`config.mk`:
```
export PLATFORM = sky130hd
export DESIGN_NAME = contador_ctrl_flat
export DESIGN_NICKNAME = d
export VERILOG_FILES = /design/src/rtl/contador_ctrl_if.sv /design/src/rtl/contador_ctrl.sv /design/src/flat_wrapper.sv
export SDC_FILE = /design/constraint.sdc
export NUM_CORES = 1
export LEC_CHECK = 0
export ABC_CLOCK_PERIOD_IN_PS = 2710
export CORE_MARGIN = 2
export CORE_UTILIZATION = 38
export DETAILED_ROUTE_END_ITERATION = 12
export HOLD_SLACK_MARGIN = 0.05
export PLACE_DENSITY_LB_ADDON = 0.2
export SLEW_MARGIN = 20
export SYNTH_ARGS = -nofsm -noshare
export SYNTH_HDL_FRONTEND = slang
export SYNTH_SLANG_ARGS = --single-unit
```
`constraint.sdc`:
```
create_clock -name CLK -period 2.71 [get_ports CLK]
set_input_delay 0.6775 -clock CLK [delete_from_list [all_inputs] [get_ports CLK]]
set_output_delay 0.6775 -clock CLK [all_outputs]
set_load 0.005 [all_outputs]
```
`src/rtl/contador_ctrl_if.sv`:
```
// Bus between contador_ctrl, its two requesters and the shared 16-bit down counter.
// master = requester/counter side, slave = the scheduler.
interface contador_ctrl_if #(
  parameter int N = 16
);
  logic         REQ_A;
  logic         REQ_B;
  logic [N-1:0] PERIOD_A;
  logic [N-1:0] PERIOD_B;
  logic         ABORT;
  logic [N-1:0] Q;
  logic [1:0]   MODO;
  logic         ENB;
  logic [N-1:0] D;
  logic         GNT_A;
  logic         GNT_B;
  logic         DONE_A;
  logic         DONE_B;
  logic         BUSY;

  modport master (
    output REQ_A, REQ_B, PERIOD_A, PERIOD_B, ABORT, Q,
    input  MODO, ENB, D, GNT_A, GNT_B, DONE_A, DONE_B, BUSY
  );

  modport slave (
    input  REQ_A, REQ_B, PERIOD_A, PERIOD_B, ABORT, Q,
    output MODO, ENB, D, GNT_A, GNT_B, DONE_A, DONE_B, BUSY
  );
endinterface

```
`src/rtl/contador_ctrl.sv`:
```
// Round-robin timer scheduler: grants the shared down counter to A or B, loads the
// winner's period, counts it to zero and returns a one-cycle done pulse to the winner.
module contador_ctrl #(
  parameter int N = 16
) (
  input logic             CLK,
  input logic             RESET_L,
  contador_ctrl_if.slave  bus
);

  typedef enum logic [1:0] {IDLE, LOAD, COUNT, DONE} state_t;

  state_t       state, state_nxt;
  logic         last_b;
  logic         win_a;
  logic [N-1:0] period_q;
  logic [1:0]   modo_q;
  logic         gnt_a, gnt_b;
  logic         done_a, done_b;
  logic         busy_q;

  always_comb begin
    state_nxt = state;
    unique case (state)
      IDLE:  if (bus.REQ_A || bus.REQ_B) state_nxt = LOAD;
      LOAD:  state_nxt = bus.ABORT ? IDLE : COUNT;
      COUNT: begin
        // abort wins over a simultaneous terminal count
        if (bus.ABORT)        state_nxt = IDLE;
        else if (bus.Q == '0) state_nxt = DONE;
      end
      DONE:  state_nxt = IDLE;
    endcase
  end

  // A wins alone, or on a tie when B was served last
  assign win_a = bus.REQ_A && (!bus.REQ_B || last_b);

  always_ff @(posedge CLK or negedge RESET_L) begin
    if (!RESET_L) begin
      state    <= IDLE;
      last_b   <= 1'b1;
      period_q <= '0;
      modo_q   <= 2'b00;
      gnt_a    <= 1'b0;
      gnt_b    <= 1'b0;
      done_a   <= 1'b0;
      done_b   <= 1'b0;
      busy_q   <= 1'b0;
    end else begin
      state <= state_nxt;
      if (state == IDLE && state_nxt == LOAD) begin
        gnt_a    <= win_a;
        gnt_b    <= !win_a;
        last_b   <= !win_a;
        period_q <= win_a ? bus.PERIOD_A : bus.PERIOD_B;
      end else if (state_nxt == IDLE) begin
        gnt_a <= 1'b0;
        gnt_b <= 1'b0;
      end
      unique case (state_nxt)
        IDLE:    modo_q <= 2'b00;
        LOAD:    modo_q <= 2'b11;
        default: modo_q <= 2'b01;
      endcase
      // grant is stable on entry to DONE, so the pulse goes to the current owner
      done_a <= (state_nxt == DONE) && gnt_a;
      done_b <= (state_nxt == DONE) && gnt_b;
      busy_q <= (state_nxt != IDLE);
    end
  end

  assign bus.MODO   = modo_q;
  assign bus.D      = period_q;
  assign bus.GNT_A  = gnt_a;
  assign bus.GNT_B  = gnt_b;
  assign bus.DONE_A = done_a;
  assign bus.DONE_B = done_b;
  assign bus.BUSY   = busy_q;
  // the counter only moves while an operation is owned and not being aborted
  assign bus.ENB    = !bus.ABORT &&
                      ((state == LOAD) || (state == COUNT && bus.Q != '0));

endmodule

```
`src/flat_wrapper.sv`:
```
// flat-port wrapper written by rule: the top's interface ports become plain ports
module contador_ctrl_flat 
#(
  parameter int N = 16
)
  (CLK, RESET_L, bus_REQ_A, bus_REQ_B, bus_PERIOD_A, bus_PERIOD_B, bus_ABORT, bus_Q, bus_MODO, bus_ENB, bus_D, bus_GNT_A, bus_GNT_B, bus_DONE_A, bus_DONE_B, bus_BUSY);
  contador_ctrl_if #(.N(N)) bus_i ();
  input logic CLK;
  input logic RESET_L;
  input wire logic [$bits(bus_i.REQ_A)-1:0] bus_REQ_A;
  input wire logic [$bits(bus_i.REQ_B)-1:0] bus_REQ_B;
  input wire logic [$bits(bus_i.PERIOD_A)-1:0] bus_PERIOD_A;
  input wire logic [$bits(bus_i.PERIOD_B)-1:0] bus_PERIOD_B;
  input wire logic [$bits(bus_i.ABORT)-1:0] bus_ABORT;
  input wire logic [$bits(bus_i.Q)-1:0] bus_Q;
  output wire logic [$bits(bus_i.MODO)-1:0] bus_MODO;
  output wire logic [$bits(bus_i.ENB)-1:0] bus_ENB;
  output wire logic [$bits(bus_i.D)-1:0] bus_D;
  output wire logic [$bits(bus_i.GNT_A)-1:0] bus_GNT_A;
  output wire logic [$bits(bus_i.GNT_B)-1:0] bus_GNT_B;
  output wire logic [$bits(bus_i.DONE_A)-1:0] bus_DONE_A;
  output wire logic [$bits(bus_i.DONE_B)-1:0] bus_DONE_B;
  output wire logic [$bits(bus_i.BUSY)-1:0] bus_BUSY;
  assign bus_i.REQ_A = bus_REQ_A;
  assign bus_i.REQ_B = bus_REQ_B;
  assign bus_i.PERIOD_A = bus_PERIOD_A;
  assign bus_i.PERIOD_B = bus_PERIOD_B;
  assign bus_i.ABORT = bus_ABORT;
  assign bus_i.Q = bus_Q;
  assign bus_MODO = bus_i.MODO;
  assign bus_ENB = bus_i.ENB;
  assign bus_D = bus_i.D;
  assign bus_GNT_A = bus_i.GNT_A;
  assign bus_GNT_B = bus_i.GNT_B;
  assign bus_DONE_A = bus_i.DONE_A;
  assign bus_DONE_B = bus_i.DONE_B;
  assign bus_BUSY = bus_i.BUSY;
  contador_ctrl #(.N(N)) u_core (.CLK(CLK), .RESET_L(RESET_L), .bus(bus_i));
endmodule
```
After elaboration in Yosys (flattened, before gate mapping)
Cells that the tools add are included.
- flip-flop bits (word level): 26
- bits in latches: 0
- memory bits (writable): 0
- ROM bits: 0
- bits of input ports: 53
- output and inout port bits: 24
- logic and storage cells: 42
- memories: 0
- add/sub/neg operators: 0
- $mul: 0
- divide/modulo/power cells: 0
- order comparisons: 0
- equality and inequality tests: 5
- shifts and indexed selects: 0
- mux-type cells: 10
- bitwise gates (word level): 0
- reduce and logical (&&, ||, !) cells: 18
- operators with widths (cell ; count):
    $logic_not A16 Y1 ; 1
    $mux W16 ; 1
    $reduce_bool A16 Y1 ; 1
    $mux W2 ; 4
    $pmux W2 S4 ; 1
    $eq A2 B2 Y1 const B ; 3
    $logic_and A1 B1 Y1 ; 6
    $eq A2 B1 Y1 const B ; 2
    $logic_not A2 Y1 ; 2
    $pmux W2 S2 ; 1
    $reduce_bool A2 Y1 ; 2
    $logic_not A1 Y1 ; 3
    $logic_or A1 B1 Y1 ; 3
    $mux W1 ; 3

Longest topological paths before layout
- depth after elaboration: 7
- mapped depth: 6
- mapped depth without buffers: 3

Worst setup path before layout
OpenSTA, ideal clock, no wires.
- kind: input to output
- from: input bus_Q[2]
- to: output bus_ENB
- data arrival time: 1.256 ns
- required time: 2.033 ns
- path slack: 0.776 ns
- stages: 3
- buffers on the path: 0
- cell sequence: nor4_1 > nand4_1 > o2bb2ai_1
- longest elaborated chain between the ends: 4
- RTL lines (item ; RTL line ; text):
    from (decl) ; flat_wrapper.sv:15 ; input wire logic [$bits(bus_i.Q)-1:0] bus_Q;
    $reduce_bool A16 Y1 ; contador_ctrl.sv:82 ; ((state == LOAD) || (state == COUNT && bus.Q != '0));
    $logic_and A1 B1 Y1 ; contador_ctrl.sv:82 ;
    $logic_or A1 B1 Y1 ; contador_ctrl.sv:82 ;
    $logic_and A1 B1 Y1 ; contador_ctrl.sv:81 ; assign bus.ENB = !bus.ABORT &&
    to (decl) ; flat_wrapper.sv:17 ; output wire logic [$bits(bus_i.ENB)-1:0] bus_ENB;
No other way between the ends.

Worst setup path in the final report
- from: input bus_Q[1]
- to: output bus_ENB
Same word-level chain as after synthesis.

==> summary.md <==
| Metric | Value |
|---|---|
| Slew margin rel. | `0.5641` |
| Mapped Nets | `around 150` |
| IO Pins | `77` |
| CTS Buffer Depth | `2` |
| Largest net degree at the start of global routing | `26` |
| Hold Crit Class | `reg2reg` |
| Switching pwr | `496.6 µW` |
| Status | `completed` |
| DR WL/cell | `roughly 17 µm` |
| Clock network power share | `0.105` |
| Critical Path RT | `between 2000 and 2500 ps` |
| Worst EP arrival | `1970 ps` |
| Pleak | `0.0008406 µW` |
| 1st-pass router iterations | `4` |
| All-layer global routing usage | `0.1990` |
| CP Max Fanout | `2` |
| Placeable Area | `0.002829 mm²` |
| Nets | `223` |
| I/O Buffers | `76` |
| Worst Path Class, Setup | `in2out` |
| Async S/R FF share, synth | `1.000` |
| ANT cells | `0` |
| Power Density | `818.7 mW/mm²` |
| First-pass GRT wire length | `roughly 5200 µm` |
| Total gr overflow | `0` |
| Fraction of layout cells with a size suffix above 1 | `0.07101` |
| Most common cell after layout, fill and taps aside | `clkdlybuf4s50_1` |
| Critical Path Max Stage Delay | `slightly above 400 ps` |
| Combinational power share | `0.508` |
| Pre-CTS setup slack | `-177.8 ps` |
| Critical Path Source Type | `input pin` |
| Clock sink count | `25` |
| Initial Util | `0.4073` |
| Final hold violation count | `0` |
| Clock latency on the worst-skew pair | `320 ps` |
| Delay-heaviest family, CP | `buffers and inverters` |
| Cts hold-fix bufs | `0` |
| Max-slew violation count | `0` |
| Post-DRT Antenna Nets | `0` |
| Initial DRC count | `28` |
| Tot Pwr | `roughly 1600 µW` |
| H-tree depth | `1` |
| Cell variety after synth | `24` |
| Dpl hpwl | `2474 µm` |
| Vias in the first global route | `1125` |
| Largest family of logic cells by synthesized area | `compound AO/OA/AOI/OAI gates` |
| Antenna violations before repair | `0` |
| Worst-path clk slew | `about 130 ps` |
| Placed cell count | `195` |
| CP max stage cell | `clkdlybuf4s50_1` |
| Worst VDD drop | `393.3 µV` |
| Post-synth EDFFs | `0` |
| Vias | `1099` |
| Worst setup margin | `roughly 67 ps` |
| Die H | `59.07 µm` |
| Root Buffer | `clkbuf_4` |
| Worst Tran Pin Value | `653.9 ps` |
| P_int | `1107 µW` |
| Ys flop type | `dfrtp_1` |
| Final Wtd Congestion | `0.7729` |
| Yosys reg bits | `25` |
| Sw frac | `0.3098` |
| Syn-to-layout area delta | `69.92%` |
| Commonest non-fill, non-tap cells in the layout | `72 x clkdlybuf4s50_1, 24 x dfrtp_1, 16 x a21boi_0, 16 x a221o_1` |
| Simple-gate share of the synthesized area | `0.09338` |
| Fin cells | `200` |
| Max Cap Violations | `0` |
| TritonCTS clock tree | `built` |
| Cells after Synth | `94` |
| Achievable frequency | `378.3 MHz` |
| Site Rows | `19` |
| Yosys warns | `0` |
| Post-Synth XOR/XNOR Area | `0` |
| Final worst path period need | `between 2000 and 3000 ps` |
| Final setup fails | `0` |
| Compound-cell area share of the yosys netlist | `0.2856` |
| Critical path cell sequence | `clkdlybuf4s50_1, nor4_1, nand4_1, o2bb2ai_1, dlygate4sd2_1` |
| Adder-Cell Fraction of Synth Area | `0` |
| Fill count | `219` |
| Crit share post-route | `0.9754` |
| Mapped cell area | `0.001152 mm²` |
| Worst Skew | `~5 ps` |
| Register area share after synthesis | `0.5440` |
| Mux share of post-synthesis cell area | `0` |
| Crit. End Element | `output pin` |
| WP buf/inv | `2` |
| Total wire length | `3316 µm` |
| Die W | `roughly 60 µm` |
| Post-route DRC | `0` |
| Avg Cell Area, Syn | `12.26 µm²` |
| Final core occ | `0.6922` |
| Die footprint | `0.003489 mm²` |
| Routed vias/inst | `approximately 5.5` |
| Sequential power share | `0.388` |
| Num CTS Buffers | `3` |
[metrics by stage]
step | hold slack (ps) | setup TNS, ps | area, µm²
after floorplan | 381.9 | 0 | 1152
after global placement | 492.3 | -70.76 | 1897
after detailed placement | 500.8 | -177.8 | 1897
after CTS | 527.3 | 0 | 1936
after global routing | 537.0 | -12.02 | 1958
final | 524.4 | 0 | 1958
[worst paths after layout]
path,start,end,slack [ps],depth (start not counted)
worst max register to register,u_core.state[0]$_DFF_PN0_,u_core.bus.D[8]$_DFFE_PN0P_,980,4
max in group asynchronous,RESET_L,u_core.last_b$_DFFE_PN1P_,1710,2
worst max-delay path,bus_Q[1],bus_ENB,70,5
worst min register to register,u_core.last_b$_DFFE_PN1P_,u_core.last_b$_DFFE_PN1P_,520,1
worst min-delay path,u_core.last_b$_DFFE_PN1P_,u_core.last_b$_DFFE_PN1P_,520,1
min in group asynchronous,RESET_L,u_core.bus.D[0]$_DFFE_PN0P_,700,2
[registers in the layout (all words and copies together) (netlist names)]
register and flops:
u_core.bus.MODO 2, u_core.state 2, u_core.bus.GNT_B 1, u_core.last_b 1
u_core.bus.DONE_B 1, u_core.bus.DONE_A 1, u_core.bus.D 16, u_core.bus.GNT_A 1
[power groups by stage]
stage	registers, µW	clock network [µW]	logic [µW]
CTS	623	169	825
global route	645	183	881
floorplan	630	0	392
finish	621	168	814
global placement	621	0	804
detailed placement	627	0	824
[routing by layer]
metal | wire (µm) | global-route usage
met5 | 0 | 0
met4 | 70 | 0.07143
met3 | 176 | 0.03712
met2 | 1743 | 0.3540
met1 | 1326 | 0.2385
[synthesized netlist by cell type (2+ instances only)]
cell,instances,share of area
buf_6,5,0.049
or2b_1,2,0.013
nand2_1,2,0.0065
nor4_1,4,0.022
a21o_1,4,0.026
nor2_1,2,0.0065
dfrtp_1,24,0.52
a21boi_0,16,0.10
a221o_1,16,0.14
inv_1,3,0.0098
buf_2,2,0.0087
nor3_1,2,0.0087
[layout make-up]
type | count | area, µm² | area share
Timing Repair Buffer | 80 | 797.0 | 0.4070
Sequential cell | 25 | 626.9 | 0.3201
Multi-Input combinational cell | 57 | 457.9 | 0.2339
Tap cell | 31 | 38.79 | 0.01981
Clock buffer | 4 | 26.28 | 0.01342
Inverter | 3 | 11.26 | 0.005751
[kinds of logic (layout without fill, tap and decap cells)]
logic type             after synthesis  after routing
AO/OA/AOI/OAI                       39             39
flip-flops                          25             25
AND/OR/NAND/NOR                     18             18
buffers and inverters               12             87
[timing repair]
item / 4_1_cts / 5_1_grt
buffers inserted: 1 / 0
resized for setup: 2 / 5
pin swaps: 2 / 2
setup endpoints to repair: 1 / 1
gates cloned: 0 / 0
No activity file was read; power rests on OpenSTA's default activity.
